==> config.mk <==
export PLATFORM = sky130hd
export DESIGN_NAME = match_tracker
export DESIGN_NICKNAME = d
export VERILOG_FILES = /design/src/rtl/match_tracker_pkg.sv /design/src/rtl/match_tracker_hold_timer.sv /design/src/rtl/match_tracker.sv
export SDC_FILE = /design/constraint.sdc
export NUM_CORES = 1
export LEC_CHECK = 0
export CAP_MARGIN = 10
export CORE_UTILIZATION = 48
export DETAILED_ROUTE_END_ITERATION = 12
export PLACE_DENSITY = 0.75
export SETUP_SLACK_MARGIN = 0.2
export SYNTH_ARGS = -nofsm -noshare
export SYNTH_HDL_FRONTEND = slang
export SYNTH_SLANG_ARGS = --single-unit
==> constraint.sdc <==
create_clock -name clk -period 1.66 [get_ports clk]
set_clock_uncertainty 0.05 [all_clocks]
set_input_delay 0.498 -clock clk [delete_from_list [all_inputs] [get_ports clk]]
set_output_delay 0.498 -clock clk [all_outputs]
set_load 0.005 [all_outputs]
==> src/rtl/match_tracker_pkg.sv <==
`default_nettype none
// ============================================================================
//  Module      : match_tracker_pkg
//  Description : Shared game constants for the rope-pull game: one-hot rope
//                positions reported by the scorer and the match-tracker
//                state encoding.
//  Revision    : 1.0 - initial release
// ============================================================================
package match_tracker_pkg;

    // One-hot rope positions (bit6 = left end, bit0 = right end)
    localparam logic [6:0] SCORE_CENTRE    = 7'b0001000;
    localparam logic [6:0] SCORE_LEFT_END  = 7'b1000000;
    localparam logic [6:0] SCORE_RIGHT_END = 7'b0000001;

    // Match-tracker state encoding
    typedef enum logic [1:0] {
        PLAY      = 2'd0,
        GAME_END  = 2'd1,
        MATCH_END = 2'd2
    } state_t;

endpackage
`default_nettype wire

==> src/rtl/match_tracker_hold_timer.sv <==
`default_nettype none
// ============================================================================
//  Module      : match_tracker_hold_timer
//  Description : Hold timer for end-of-game display timing. Counts
//                0..HOLD_CYCLES-1 while run is high and wraps, flags the
//                last count with a terminal-count pulse, and derives a
//                blink signal that toggles at each quarter of the period.
//  Ports       : clk   - game clock
//                rst   - asynchronous active-low reset
//                clear - synchronous clear of count and blink (wins over run)
//                run   - advance the count this cycle
//                tc    - high while running on the final count
//                blink - quarter-period toggle output
//  Revision    : 1.0 - initial release
// ============================================================================
module match_tracker_hold_timer #(
    parameter int HOLD_CYCLES = 500,
    parameter int HOLD_W      = 9
) (
    input  logic clk,
    input  logic rst,
    input  logic clear,
    input  logic run,
    output logic tc,
    output logic blink
);

    localparam logic [HOLD_W-1:0] c_last = HOLD_W'(HOLD_CYCLES - 1);
    localparam logic [HOLD_W-1:0] c_q1   = HOLD_W'(HOLD_CYCLES / 4);
    localparam logic [HOLD_W-1:0] c_q2   = HOLD_W'(HOLD_CYCLES / 2);
    localparam logic [HOLD_W-1:0] c_q3   = HOLD_W'((3 * HOLD_CYCLES) / 4);

    logic [HOLD_W-1:0] r_count;
    logic              r_blink;
    logic              w_toggle;

    assign tc       = run & (r_count == c_last);
    assign w_toggle = run & ((r_count == '0)   || (r_count == c_q1) ||
                             (r_count == c_q2) || (r_count == c_q3));
    assign blink    = r_blink;

    always_ff @(posedge clk or negedge rst) begin
        if (!rst) begin
            r_count <= '0;
            r_blink <= 1'b0;
        end else if (clear) begin
            r_count <= '0;
            r_blink <= 1'b0;
        end else if (run) begin
            // Wrap on the last count so the blink keeps running indefinitely
            r_count <= tc ? '0 : r_count + HOLD_W'(1);
            if (w_toggle) begin
                r_blink <= ~r_blink;
            end
        end
    end

endmodule
`default_nettype wire

==> src/rtl/match_tracker.sv <==
`default_nettype none
// ============================================================================
//  Module      : match_tracker
//  Description : Watches the one-hot rope position from the scorer, counts
//                games won by each player, declares a match winner after
//                WINS_TO_MATCH games and requests a scorer re-centre with a
//                one-cycle game_reset pulse after each game.
//  Ports       : clk          - 500 Hz game clock
//                rst          - asynchronous active-low reset
//                score[6:0]   - one-hot rope position (bit6 left end)
//                new_match    - clear tallies and start a new match
//                game_reset   - one-cycle scorer re-centre request
//                left_games   - games won by left player
//                right_games  - games won by right player
//                match_over   - match winner latched
//                match_winner - 1 = left, 0 = right (valid with match_over)
//                blink        - end-of-game/match display blink
//                bad_score    - sticky: non-one-hot score seen in PLAY
//  Revision    : 1.0 - initial release
// ============================================================================
module match_tracker
    import match_tracker_pkg::*;
#(
    parameter int WINS_TO_MATCH = 3,
    parameter int HOLD_CYCLES   = 500,
    parameter int HOLD_W        = 9
) (
    input  logic       clk,
    input  logic       rst,
    input  logic [6:0] score,
    input  logic       new_match,
    output logic       game_reset,
    output logic [3:0] left_games,
    output logic [3:0] right_games,
    output logic       match_over,
    output logic       match_winner,
    output logic       blink,
    output logic       bad_score
);

    localparam logic [3:0] c_wins = 4'(WINS_TO_MATCH);

    state_t     r_state;
    state_t     w_next_state;
    logic [6:0] r_score_q;

    logic w_left_end;
    logic w_right_end;
    logic w_not_onehot;
    logic w_left_inc;
    logic w_right_inc;
    logic w_win;
    logic w_winner;
    logic w_set_bad;
    logic w_game_reset;
    logic w_timer_clear;
    logic w_timer_run;
    logic w_timer_tc;
    logic w_timer_blink;

    // Rising-edge detection: a rope parked at an end counts only once
    assign w_left_end   = score[6] & ~r_score_q[6];
    assign w_right_end  = score[0] & ~r_score_q[0];
    assign w_not_onehot = ($countones(score) != 1);

    // Timer idles at zero in PLAY so every GAME_END/MATCH_END starts fresh
    assign w_timer_clear = new_match | (r_state == PLAY);
    assign w_timer_run   = (r_state != PLAY);

    match_tracker_hold_timer #(
        .HOLD_CYCLES (HOLD_CYCLES),
        .HOLD_W      (HOLD_W)
    ) u_hold_timer (
        .clk   (clk),
        .rst   (rst),
        .clear (w_timer_clear),
        .run   (w_timer_run),
        .tc    (w_timer_tc),
        .blink (w_timer_blink)
    );

    assign blink = w_timer_blink & (r_state != PLAY);

    // ------------------------------------------------------------------
    // State register
    // ------------------------------------------------------------------
    always_ff @(posedge clk or negedge rst) begin
        if (!rst) begin
            r_state <= PLAY;
        end else begin
            r_state <= w_next_state;
        end
    end

    // ------------------------------------------------------------------
    // Next-state and control decode
    // ------------------------------------------------------------------
    always_comb begin
        w_next_state = r_state;
        w_left_inc   = 1'b0;
        w_right_inc  = 1'b0;
        w_win        = 1'b0;
        w_winner     = 1'b0;
        w_set_bad    = 1'b0;
        w_game_reset = 1'b0;

        if (new_match) begin
            // New match wins over any end event seen this cycle
            w_next_state = PLAY;
            w_game_reset = 1'b1;
        end else begin
            case (r_state)
                PLAY: begin
                    w_set_bad = w_not_onehot;
                    if (w_left_end && w_right_end) begin
                        // Both ends at once is an illegal score; no tally
                        w_set_bad = 1'b1;
                    end else if (w_left_end) begin
                        w_left_inc = 1'b1;
                        if (left_games + 4'd1 == c_wins) begin
                            w_next_state = MATCH_END;
                            w_win        = 1'b1;
                            w_winner     = 1'b1;
                        end else begin
                            w_next_state = GAME_END;
                        end
                    end else if (w_right_end) begin
                        w_right_inc = 1'b1;
                        if (right_games + 4'd1 == c_wins) begin
                            w_next_state = MATCH_END;
                            w_win        = 1'b1;
                            w_winner     = 1'b0;
                        end else begin
                            w_next_state = GAME_END;
                        end
                    end
                end
                GAME_END: begin
                    if (w_timer_tc) begin
                        w_next_state = PLAY;
                        w_game_reset = 1'b1;
                    end
                end
                MATCH_END: begin
                    w_next_state = MATCH_END;
                end
                default: begin
                    w_next_state = PLAY;
                end
            endcase
        end
    end

    // ------------------------------------------------------------------
    // Tallies, flags and registered outputs
    // ------------------------------------------------------------------
    always_ff @(posedge clk or negedge rst) begin
        if (!rst) begin
            r_score_q    <= SCORE_CENTRE;
            game_reset   <= 1'b0;
            left_games   <= 4'd0;
            right_games  <= 4'd0;
            match_over   <= 1'b0;
            match_winner <= 1'b0;
            bad_score    <= 1'b0;
        end else begin
            r_score_q  <= score;
            game_reset <= w_game_reset;
            if (new_match) begin
                left_games   <= 4'd0;
                right_games  <= 4'd0;
                match_over   <= 1'b0;
                match_winner <= 1'b0;
                bad_score    <= 1'b0;
            end else begin
                if (w_left_inc) begin
                    left_games <= left_games + 4'd1;
                end
                if (w_right_inc) begin
                    right_games <= right_games + 4'd1;
                end
                if (w_win) begin
                    match_over   <= 1'b1;
                    match_winner <= w_winner;
                end
                if (w_set_bad) begin
                    bad_score <= 1'b1;
                end
            end
        end
    end

endmodule
`default_nettype wire

### Word-level counts from Yosys, hierarchy flattened

Cells that the tools add are included.

| word-level totals | value |
|---|---|
| register bits after elaboration | 31 |
| output and inout bits | 13 |
| word-level logic and storage cells | 104 |

| cells by class | value |
|---|---|
| $add $sub $neg | 9 |
| equal/unequal tests | 12 |
| mux-type cells | 49 |
| bitwise gates (word level) | 9 |
| reductions and logical operators | 15 |

Operator list:

| cell | number |
|---|---|
| 1-bit two-way mux | 34 |
| 9-bit two-way mux | 3 |
| 9-bit equality test (second input constant) | 2 |
| 4-bit two-way mux | 4 |
| 2-bit two-way mux | 7 |
| 2-bit nonzero test | 7 |
| 9-bit by 1-bit adder with 9-bit output (second input constant) | 1 |
| 9-bit by 7-bit equality test with 1-bit output (second input constant) | 1 |
| 9-bit by 8-bit equality test with 1-bit output (second input constant) | 1 |
| 9-bit zero test | 1 |
| 4-bit by 1-bit adder with 4-bit output (second input constant) | 2 |
| 4-bit by 2-bit equality test with 1-bit output (second input constant) | 2 |
| 1-bit by 1-bit adder with 2-bit output | 3 |
| 2-bit one-hot mux with 3 select lines | 1 |
| 1-bit AND | 5 |
| 3-bit by 3-bit adder with 4-bit output | 1 |
| 4-bit by 1-bit != test with 1-bit output (second input constant) | 1 |
| 4-bit != test (second input constant) | 1 |
| 2-bit by 1-bit adder with 3-bit output | 1 |
| 2-bit by 2-bit adder with 3-bit output | 1 |
| 1-bit logical OR | 3 |
| 3-bit by 2-bit != test with 1-bit output (second input constant) | 1 |
| 3-bit != test (second input constant) | 1 |
| 1-bit inverter | 3 |
| other kinds (7) | 7 |

### Logic depth before layout (Yosys ltp)

Gate-level depths: netlist of the first run.

| depth | value |
|---|---|
| depth in word-level cells | 10 |
| mapped depth | 10 |

### Hierarchy

Synthesis of the first run repeated with hierarchy kept, for this count alone.

| unflattened totals | value |
|---|---|
| cells, all modules | 176 |
| area, all modules | 1,719.1 um^2 |

By module, submodules not included:

| module | times used | cells an instance | area an instance (um^2) | sequential area each (um^2) |
|---|---|---|---|---|
| match_tracker | 1 | 101 | 1,043.5 | 400.4 |
| match_tracker_hold_timer | 1 | 75 | 675.6 | 250.2 |

### Worst setup path before layout of the first run

No wires, ideal clock.

| timing | value |
|---|---|
| path kind | input -> register |
| start | input score[0] |
| end | register bad_score |
| setup time | 132 ps |
| arrival time | 2,744 ps |
| slack | -1,266 ps |
| stages | 10 |
| path buffers | 0 |
| path through | inv_1 -> fa_1 -> fa_1 -> fa_1 -> inv_1 -> fa_1 -> nor3_1 -> o21ai_0 -> a21oi_1 -> nor2_1 |

| between the ends | value |
|---|---|
| cells in the longest elaborated chain, start to end | 8 |
| elaborated cells on any way between the ends | 10 |
| those cells by class | 3 x add/sub; 1 x eq/ne; 3 x mux; 1 x bitwise; 2 x reduce/logical |

RTL lines:

| item | line | RTL |
|---|---|---|
| from (decl) | match_tracker.sv:30 | `input logic [6:0] score,` |
| 1-bit by 1-bit adder with 2-bit output (not written as such) | match_tracker.sv:64 | `assign w_not_onehot = ($countones(score) != 1);` |
| 2-bit by 2-bit adder with 3-bit output (not written as such) | match_tracker.sv:64 |  |
| 3-bit by 3-bit adder with 4-bit output (not written as such) | match_tracker.sv:64 |  |
| 4-bit by 1-bit != test with 1-bit output | match_tracker.sv:64 |  |
| 1-bit two-way mux (*) | match_tracker.sv:115 | `if (w_left_end && w_right_end) begin` |
| 1-bit two-way mux (*) | match_tracker.sv:112 | `case (r_state)` |
| 1-bit two-way mux (*) | match_tracker.sv:107 | `if (new_match) begin` |
| 2-bit nonzero test (no source line) (*) | n/a |  |
| to (signal assigned) | match_tracker.sv:165 | `bad_score <= 1'b0;` |
| to (signal assigned) | match_tracker.sv:174 | `bad_score <= 1'b0;` |
| to (signal assigned) | match_tracker.sv:187 | `bad_score <= 1'b1;` |
| to (decl) | match_tracker.sv:38 | `output logic bad_score` |

Every way passes the cells marked *; elsewhere a longest branch is shown, timed or not.
A chain may end at the register's enable or synchronous reset.

### Worst setup path in the final report of the first run

Same ends and word-level chain as after synthesis.

==> key figures, run 1 <==
Outcome
  – Outcome: finished with violations
  – Failing checks: negative setup slack

Final layout
  – Fraction of layout cells with a size suffix above 1: about 46%
  – Area grow syn2layout: 53.0%
  – FILL cells: about 180
  – Diode count: 0
  – Reg area: between 600 and 700 um^2
  – Multi-input logic area: between 900 and 1000 um^2
  – Fin nets: around 260

Logic synthesis
  – Cell with the most instances after synthesis: dfrtp_1
  – Post-synth cell types: 40
  – Syn nets: approximately 190
  – Ys flop type: dfrtp_1
  – Asr flop ratio synth: 100%
  – Synth top cells by count: dfrtp_1 (26), nor2_1 (25), inv_1 (20), xnor2_1 (9), ha_1 (8)
  – Mapped Cells: 165
  – Mean Syn Cell Area: roughly 9.6 um^2
  – Synth area leader: dfrtp_1
  – Ys Warns: 0
  – Synth Register Bits: 26
  – Post-synth EDFFs: 0
  – Register area share after synthesis: approximately 41%
  – Post-synth top area share: between 40% and 50%
  – Netlist Area Pre-Place: roughly 1600 um^2
  – Synth area leaders: dfrtp_1 (41%), ha_1 (6.3%), nor2_1 (5.9%)

Setup path
  – Flop2flop setup slack: -0.11 ns
  – Reg-to-Reg End: r_state[0]
  – Worst Path Buf+Inv: 3
  – Crit path cell chain: buf_8 > inv_4 > fa_1 > fa_1 > fa_2 > inv_2 > fa_1 > nor3_2 > o21ai_1 > a21oi_1 > nor2_1
  – Crit path max fanout: 2
  – Family with the most delay on the worst path: adder cells
  – Arrival time worst endpoint: ~2.9 ns
  – Crit path kind: in2reg
  – RR Startpoint: left_games[1]
  – Critical path endpoint category: register
  – Slowest stage delay, CP: 0.57 ns
  – Crit path max-delay cell type: fa_1
  – R2r worst-path depth: 6
  – Cell mode on critical path: fa_1
  – Required time worst endpoint: roughly 1.9 ns
  – Startpoint types: input port

Die
  – Die Width: roughly 60 um
  – FP Rows: 20
  – Die ar.: between 3000 and 4000 um^2
  – Core ar.: just over 3000 um^2
  – Initial Utilization: 51.3%
  – IO Pins: 23
  – Die Y: between 50 and 60 um

Routing
  – Via density: 5.34
  – Routed WL per cell: roughly 16 um
  – Iteration-0 DRC Markers: a little under 100
  – Via count: approximately 1500
  – Antenna-violating nets left: 0
  – WL final: roughly 4.5 mm
  – # DRC: 0
  – DRT Pass-1 Iters: 4

Power
  – PD cells: 633 nW/um^2
  – Peak VDD IR: approximately 0.00048 V
  – Overall power: 1530 uW
  – Leak: ~0.0011 uW

GRT
  – Vias in the first global route: 1553
  – First-pass GRT wire length: around 7 mm
  – Largest net degree at the start of global routing: 27
  – Overall Global Routing Usage: 26.5%
  – GRT overflow: 0
  – Initial antenna violation count: 0

Placement
  – Routability Congestion: 0.879
  – Buffers added on ports: 22
  – Pre-CTS setup slack: -1.80 ns
  – Hpwl dp: approximately 2.6 mm

CTS
  – CTS tree: done
  – # clock sinks: 26
  – Clock Pin Slew Worst Setup and Hold Paths: roughly 0.15 ns
  – CTS Root Cell: clkbuf_4
  – CTS Hold Buffers Added: 0
  – CTS Buf Count: 3
  – Worst-Skew Late Latency: 0.34 ns
  – Clock buffer depth: 2
  – # H-tree levels: 1

STA
  – Tmin final: 2.66 ns
  – Fin crit share: 160%
  – Unrepaired setup endpoints after global routing: true
  – Final hold violations: 0
  – Setup Viol. Count Final: 6
  – Hold_ws: about 0.45 ns
  – Slew headroom: a little under three quarters
  – Worst slew pin tran: 0.425 ns
  – Final Max Slew Viols: 0
  – Fmax: between 0.3 and 0.4 GHz
  – PnR worst setup slack: -0.996 ns

Min path
  – Min-Delay Path Class: in2async

Job
  – Max_cap viols: 0
## flip-flops by register name (all words and copies together), names as in the netlist
name,count
bad_score,1
game_reset,1
left_games,4
match_over,1
match_winner,1
r_score_q,2
r_state,2
right_games,4
u_hold_timer.blink,1
u_hold_timer.r_count,9
## repair_timing
item | 4_1_cts | 5_1_grt
gates resized for setup | 95 | 31
pin swaps | 16 | 26
endpoints found under the setup margin | 35 | 26
buffers inserted | 21 | 4
## how the worst max path moves through the flow
stage,start,endpoint,slack (ns),depth (start not counted)
5_1_grt,score[0],bad_score,-1.06,11
3_5_place_dp,score[3],bad_score,-1.80,11
2_1_floorplan,score[3],bad_score,-1.18,10
3_3_place_gp,score[3],bad_score,-1.66,11
4_1_cts,score[0],bad_score,-1.09,11
6_report,score[0],bad_score,-1.0,11
## layout by cell type (no fill, tap or decap), types with 6 or more instances in the layout
master / n
dfrtp_1: 26
nor2_1: 23
buf_4: 27
xnor2_1: 9
nand4_1: 6
buf_6: 25
inv_1: 15
buf_2: 11
## per-layer routing
layer | track usage, % | up-vias | wire length (um)
met4 | 11.6 | 0 | 138
met3 | 2.62 | 11 | 167
met2 | 48.0 | 48 | 2330
li1 | - | 688 | -
met1 | 31.7 | 728 | 1840
met5 | 0 | - | 0
## through the flow
step	util, %	cell area (um^2)	instances	TNS, ns
floorplan	-	1600	165	-1.18
global placement	65.2	2010	247	-6.33
detailed placement	65.2	2010	247	-7.10
CTS	73.9	2270	272	-1.42
global route	78.5	2420	276	-1.81
finish	78.5	2420	276	-1.35
## where the power goes
group	internal [uW]	total (uW)	switching [uW]
registers	663	687	24.1
logic	270	502	232
clock network	135	340	205
total	1070	1530	462
## logic make-up after synthesis
group	after synthesis	share of synthesized area, %
and+or+nand+nor	67	23.8
AOI/OAI and AO/OA	18	8.48
buffers and inverters	28	7.37
xor gates and xnor gates	14	7.77
DFF	26	41.2
adders and majority gates	12	11.4
## cell type report
class | instances | share of cell area (%)
multi-input combinational | 111 | 40.4
sequential | 26 | 26.9
timing repair buffer | 71 | 25.6
inverter | 20 | 3.31
tap | 44 | 2.28
clock buffer | 4 | 1.50
Power figures use the tool's default switching activity.
==> run 2, diff against run 1 <==
--- a/config.mk
+++ b/config.mk
@@ -6,9 +6,11 @@
 export NUM_CORES = 1
 export LEC_CHECK = 0
 export CAP_MARGIN = 10
-export CORE_UTILIZATION = 48
+export CORE_UTILIZATION = 58
+export CTS_CLUSTER_SIZE = 25
 export DETAILED_ROUTE_END_ITERATION = 12
-export PLACE_DENSITY = 0.75
+export GPL_ROUTABILITY_DRIVEN = 0
+export PLACE_DENSITY = 0.84
 export SETUP_SLACK_MARGIN = 0.2
 export SYNTH_ARGS = -nofsm -noshare
 export SYNTH_HDL_FRONTEND = slang
==> constraint.sdc (replaced) <==
create_clock -name clk -period 3.3 [get_ports clk]
set_clock_uncertainty 0.05 [all_clocks]
set_input_delay 0.99 -clock clk [delete_from_list [all_inputs] [get_ports clk]]
set_output_delay 0.99 -clock clk [all_outputs]
set_load 0.005 [all_outputs]
==> run 2 against run 1 <==
Net effect: hold slack improved by 0.041 ns; the flow now finishes without violations; non-clock buffer count decreased by 43; final cell count decreased by 21%; sequential cell count unchanged; wire length decreased by 30%; register-to-register slack improved by 1.5 ns; highest routed layer unchanged; cell area decreased by 21%; core utilization decreased by 3.2 points; clock-buffer cell count decreased by 1; critical path depth unchanged.
==> key figures, run 2 (synthesis gave the netlist of run 1 again) <==
Routing
  – # DRC: 0 (unchanged)
  – Via count: 1246 (-16%)
  – DRT Pass-1 Iters: 5 (+1)
  – WL final: 3.13 mm (-30%)
  – Routed WL per cell: 14.3 um (-12%)
  – Via density: 5.69 (+6.5%)
  – Iteration-0 DRC Markers: 62 (-37%)
  – Antenna-violating nets left: 0 (unchanged)

CTS
  – CTS Root Cell: clkbuf_4
  – Clock buffer depth: 2 (unchanged)
  – # H-tree levels: 1 (unchanged)
  – CTS tree: done
  – # clock sinks: 26 (unchanged)
  – Clock Pin Slew Worst Setup and Hold Paths: 0.14 ns (about the same)
  – CTS Buf Count: 3 (unchanged)
  – Worst-Skew Late Latency: 0.33 ns (about the same)
  – CTS Hold Buffers Added: 0 (unchanged)

STA
  – Slew headroom: 69.2% (-2.2 points)
  – Worst slew pin tran: 0.461 ns (+0.0359 ns)
  – Unrepaired setup endpoints after global routing: true
  – PnR worst setup slack: 0.137 ns (+1.13 ns)
  – Final Max Slew Viols: 0 (unchanged)
  – Setup Viol. Count Final: 0 (-6)
  – Fmax: 0.316 GHz
  – Tmin final: approximately 3.2 ns
  – Final hold violations: 0 (unchanged)
  – Fin crit share: 95.9%

Final layout
  – Area grow syn2layout: 20.2%
  – Largest register FFs: 9 (unchanged)
  – Largest regs: u_hold_timer.r_count: 9 flops, left_games: 4 flops, right_games: 4 flops
  – Reg area: 651 um^2 (unchanged)
  – Fraction of layout cells with a size suffix above 1: 11.6% (-34 points)
  – Fin nets: 212 (-17%)
  – Top reg by flops: u_hold_timer.r_count
  – Commonest non-fill, non-tap cell in the layout: dfrtp_1
  – Most frequent cells in the layout: dfrtp_1 (26), nor2_1 (25), clkdlybuf4s50_1 (19)
  – Multi-input logic area: 820 um^2 (-16%)
  – FILL cells: 184 (+2.8%)
  – Diode count: 0 (unchanged)
  – Final core occ: 75.2% (-3.2 points)

GRT
  – Largest net degree at the start of global routing: 27 (unchanged)
  – Vias in the first global route: 1198 (-23%)
  – Overall Global Routing Usage: 24.5% (-2.0 points)
  – First-pass GRT wire length: 5.07 mm (-27%)
  – Initial antenna violation count: 0 (unchanged)
  – GRT overflow: 0 (unchanged)

Min path
  – Hold depth: 2
  – Hold Path Origin: bad_score
  – Min-Delay Path Class: reg2reg
  – Hold worst-path end: bad_score

Outcome
  – Outcome: finished, final reports clean

Placement
  – Buffers added on ports: 22 (unchanged)
  – Pre-CTS setup slack: -0.688 ns (+1.11 ns)
  – Hpwl dp: 2.34 mm (-9.1%)

Setup path
  – Critical path endpoint category: register
  – Crit path kind: in2reg
  – Required time worst endpoint: 3.47 ns (+1.61 ns)
  – Crit path max fanout: 1 (-1)
  – Startpoint types: input port
  – R2r worst-path depth: 5 (-1)
  – RR Startpoint: left_games[0]
  – Reg-to-Reg End: r_state[0]
  – Flop2flop setup slack: 1.40 ns (+1.51 ns)
  – Arrival time worst endpoint: 3.34 ns (+0.48 ns)

Die
  – FP Rows: 18 (-10%)
  – Die Width: 54.2 um (-8.7%)
  – Die Y: 54.2 um (-8.7%)
  – Core ar.: 2520 um^2 (-18%)
  – Die ar.: 2930 um^2 (-17%)
  – Initial Utilization: 62.6% (+11 points)
  – IO Pins: 23 (unchanged)

Power
  – Peak VDD IR: 0.000347 V (-28%)
  – Overall power: 723 uW (-53%)
  – Leak: 0.000825 uW (-25%)
  – PD cells: 381 nW/um^2 (-40%)

Job
  – Max_cap viols: 0 (unchanged)
run 2: cell types whose count changed in the layout (fill, tap and decap cells not counted), moves of 4 or more:
| cell | delta |
|---|---|
| buf_6 | -23 |
| buf_4 | -21 |
| clkdlybuf4s50_1 | +14 |
| buf_2 | -10 |
| ha_1 | +5 |
| and3_1 | +4 |
| and3_4 | -4 |
| ha_4 | -4 |
run 2: area by class of cell:
| cell class | count | share of cell area, % |
|---|---|---|
| timing repair buffer | 28 | 13.8 |
| clock buffer | 3 | 1.19 |
| inverter | 20 | 3.96 |
| multi-input combinational | 111 | 43.2 |
| clock inverter | 1 | 1.58 |
| tap | 30 | 1.98 |
| sequential | 26 | 34.3 |
run 2: worst max-delay path, cell delays in order:
cell and delay (ns):
buf_6 0.07, inv_2 0.03, fa_1 0.57, fa_1 0.46, fa_2 0.36, inv_2 0.07, fa_1 0.42, nor3_2 0.10
o21ai_1 0.08, a21oi_1 0.14, nor2_1 0.05
run 2: per-layer routing:
| metal | track usage (%) | up-vias | wire length (um) |
|---|---|---|---|
| li1 | - | 604 | - |
| met1 | 31.0 | 599 | 1430 |
| met2 | 41.1 | 38 | 1520 |
| met3 | 3.11 | 5 | 123 |
| met4 | 11.5 | 0 | 56 |
| met5 | 0 | - | 0 |
run 2: worst max path at each step:
stage / slack, ns / endpoint / startpoint
floorplan: -0.03 / bad_score / score[3]
global placement: -0.52 / bad_score / score[3]
detailed placement: -0.69 / bad_score / score[3]
CTS: 0.02 / bad_score / score[0]
global route: 0.07 / bad_score / score[1]
finish: 0.14 / bad_score / score[1]
run 2: power by group:
part,total [uW],leakage [uW],switching (uW),internal (uW)
Sequential,351,0.000351,18.0,333
Clock,223,0.0000279,100,123
Combinational,148,0.000446,75.6,72.2
run 2: timing repair:
action,CTS,global route
setup buffers,1,0
resized for setup,13,2
pin swaps,6,6
setup endpoints to repair,1,1
run 2: metrics by stage:
step / instances / hold WS (ns) / cell area, um^2 / TNS (ns)
after floorplan: 165 / 0.436 / 1580 / -0.0279
after global placement: 214 / 0.446 / 1840 / -0.523
after detailed placement: 214 / 0.457 / 1840 / -0.688
after CTS: 219 / 0.495 / 1890 / 0
after global routing: 219 / 0.512 / 1900 / 0
final: 219 / 0.492 / 1900 / 0
==> RTL edit, RTL diff (config.mk and constraints of run 1) <==
Register the output `left_games` once more, cleared by the reset; this adds one clock of latency there. The other outputs are not delayed to match.
--- a/src/rtl/match_tracker.sv
+++ b/src/rtl/match_tracker.sv
@@ -41,4 +41,6 @@
     localparam logic [3:0] c_wins = 4'(WINS_TO_MATCH);
 
+    logic [3:0] left_games_s0;
+
     state_t     r_state;
     state_t     w_next_state;
@@ -118,5 +120,5 @@
                     end else if (w_left_end) begin
                         w_left_inc = 1'b1;
-                        if (left_games + 4'd1 == c_wins) begin
+                        if (left_games_s0 + 4'd1 == c_wins) begin
                             w_next_state = MATCH_END;
                             w_win        = 1'b1;
@@ -159,5 +161,5 @@
             r_score_q    <= SCORE_CENTRE;
             game_reset   <= 1'b0;
-            left_games   <= 4'd0;
+            left_games_s0 <= 4'd0;
             right_games  <= 4'd0;
             match_over   <= 1'b0;
@@ -168,5 +170,5 @@
             game_reset <= w_game_reset;
             if (new_match) begin
-                left_games   <= 4'd0;
+                left_games_s0 <= 4'd0;
                 right_games  <= 4'd0;
                 match_over   <= 1'b0;
@@ -175,5 +177,5 @@
             end else begin
                 if (w_left_inc) begin
-                    left_games <= left_games + 4'd1;
+                    left_games_s0 <= left_games_s0 + 4'd1;
                 end
                 if (w_right_inc) begin
@@ -191,4 +193,12 @@
     end
 
+    always_ff @(posedge clk or negedge rst) begin
+        if (!rst) begin
+            left_games <= '0;
+        end else begin
+            left_games <= left_games_s0;
+        end
+    end
+
 endmodule
 `default_nettype wire
Check against the original RTL: not equivalent (Yosys sat finds a counterexample within 4 cycles, from zero or initial values and one cycle with rst low).
==> RTL edit against run 1 <==
  * Synthesized area grew 5.4%
  * Sequential power grew 16%
  * Sequential cell count grew 4
  * Via count grew 12%
  * Total power grew 20%
  * Cell count grew 5.8%
  * Synthesized cell count grew 1.2%
  * Setup slack gained 120 ps
  * Count of clock-buffer cells in the layout grew 2
  * Final area grew 16%
  * Wire length grew 28%
  * Non-clock buffer count grew 4
  * The run still ends with setup timing left
==> RTL edit: results (changes against run 1) <==
Power and ir drop
  • Maximum vdd drop: 0.459 mV (was 0.484 mV)

Routing
  • Starting DRT DRC Count: 121 (was 98)
  • DR WL/cell: 19.6 um (was 16.2 um)
  • Via count: 1647 (was 1475)

Global route
  • Grt met2 use: 47.4% (was 48.0%)
  • Met1 Use GR: 31.1% (was 31.7%)
  • Largest net degree at the start of global routing: 31 (was 27)
  • GR Util met3: 7.25% (was 2.62%)
  • Total GRT Usage: 27.3% (was 26.5%)
  • Vias in the first global route: 1523 (was 1553)

Synth
  • Post-Synthesis Cells: 167 (was 165)
  • Top post-synthesis cells by count: dfrtp_1 (30), nor2_1 (26), inv_1 (20) (was dfrtp_1 (26), nor2_1 (25), inv_1 (20))
  • Post-Syn Nets: 189 (was 187)
  • Post-synthesis cell type count: 41 (was 40)
  • Main area contributors after synthesis: dfrtp_1 (45%), ha_1 (6.0%), nor2_1 (5.9%), fa_1 (4.8%), inv_1 (4.5%) (was dfrtp_1 (41%), ha_1 (6.3%), nor2_1 (5.9%), fa_1 (5.1%), xnor2_1 (5.0%))
  • Register area share after synthesis: 45.1% (was 41.2%)

Place
  • Post-detail-place hpwl: 2.56 mm (was 2.57 mm)
  • Dpl cells: 255 (was 247)
  • Area post-placement: 2130 um^2 (was 2010 um^2)
  • Pre-CTS worst setup slack: -1740 ps (was -1800 ps)

Setup path
  • Slowest stage delay, CP: 550 ps (was 570 ps)
  • Reg2reg end: match_winner$_DFFE_PN0P_ (was r_state[0]$_DFFE_PN0P_)
  • Worst reg2reg startpoint: right_games[1]$_DFFE_PN0P_ (was left_games[1]$_DFFE_PN0P_)
  • CP max FO: 1 (was 2)
  • CP arrival: 2730 ps (was 2860 ps)
  • Worst R2R Setup Slack: -10 ps (was -110 ps)
  • Worst Reg-to-Reg Cells: 5 (was 6)
  • Worst Setup SP: score[3] (was score[0])

Clock tree
  • Worst-path clk slew: 110 ps (was 150 ps)
  • Clock latency at the later pin of the worst-skew pair: 360 ps (was 340 ps)
  • CTS buffer count: 5 (was 3)
  • # H-tree levels: 2 (was 1)
  • Post-cts sizing count: 109 (was 95)

Run status
  • Status: finished with violations (unchanged)
  • Failing checks: setup timing (unchanged)

Cells and area
  • Layout Nets: 267 (was 255)

Worst hold path
  • Hold WC Path Type: input pin to register (was input pin to asynchronous set/reset pin)

Timing
  • Final setup vio count: 3 (was 6)
  • Fin worst setup slack: -874 ps (was -996 ps)
RTL edit: changes by cell type in the layout (fill, tap and decap cells not counted), moves of 4 or more:
cell	change
dfrtp_1	-4
xnor2_1	-4
buf_6	-11
nor2_1	-8
nor2_4	+8
dfrtp_2	+8
buf_4	+10
RTL edit: cell type report:
| cell class | instances | area (um^2) |
|---|---|---|
| multi-input cells | 113 | 1190 |
| inverters | 20 | 77.6 |
| fillers | 179 | 546 |
| clock inverters | 2 | 12.5 |
| clock buffers | 6 | 51.3 |
| flip-flops and latches | 30 | 761 |
| repair buffers | 75 | 644 |
| well taps | 46 | 57.6 |
RTL edit: cell families (layout without fill, tap and decap cells):
family	count (synthesis)	count (layout)	share of synthesized area, %
adder cells (fa/ha/maj)	12	12	10.8
XOR/XNOR	14	14	7.37
multiplexers	2	2	1.20
AO/OA/AOI/OAI	20	20	8.72
buffers and inverters	24	103	5.86
AND/OR/NAND/NOR	65	65	20.9
flip-flops	30	30	45.1
RTL edit: metrics by stage:
stage / total power (uW) / setup TNS, ps
2_1_floorplan: 938 / -1150
5_1_grt: 1900 / -1090
4_1_cts: 1710 / -1030
6_report: 1840 / -902
3_3_place_gp: 1080 / -6700
3_5_place_dp: 1100 / -7460
RTL edit: metal layers:
metal | vias up | routed length (um)
met1 | 838 | 2240
li1 | 725 | -
met3 | 31 | 228
met2 | 53 | 2960
met5 | - | 0
met4 | 0 | 307
RTL edit: report_power, final:
group          switching (uW)  internal, uW
logic                     254           290
clock network             294           203
registers                34.8           762
total                     583          1250
RTL edit: worst max-delay path: cells and delay by family:
kind                     cells  cell delay [ps]
adder cells (fa/ha/maj)      4             1760
buffers and inverters        3              160
AO/OA/AOI/OAI                2              320
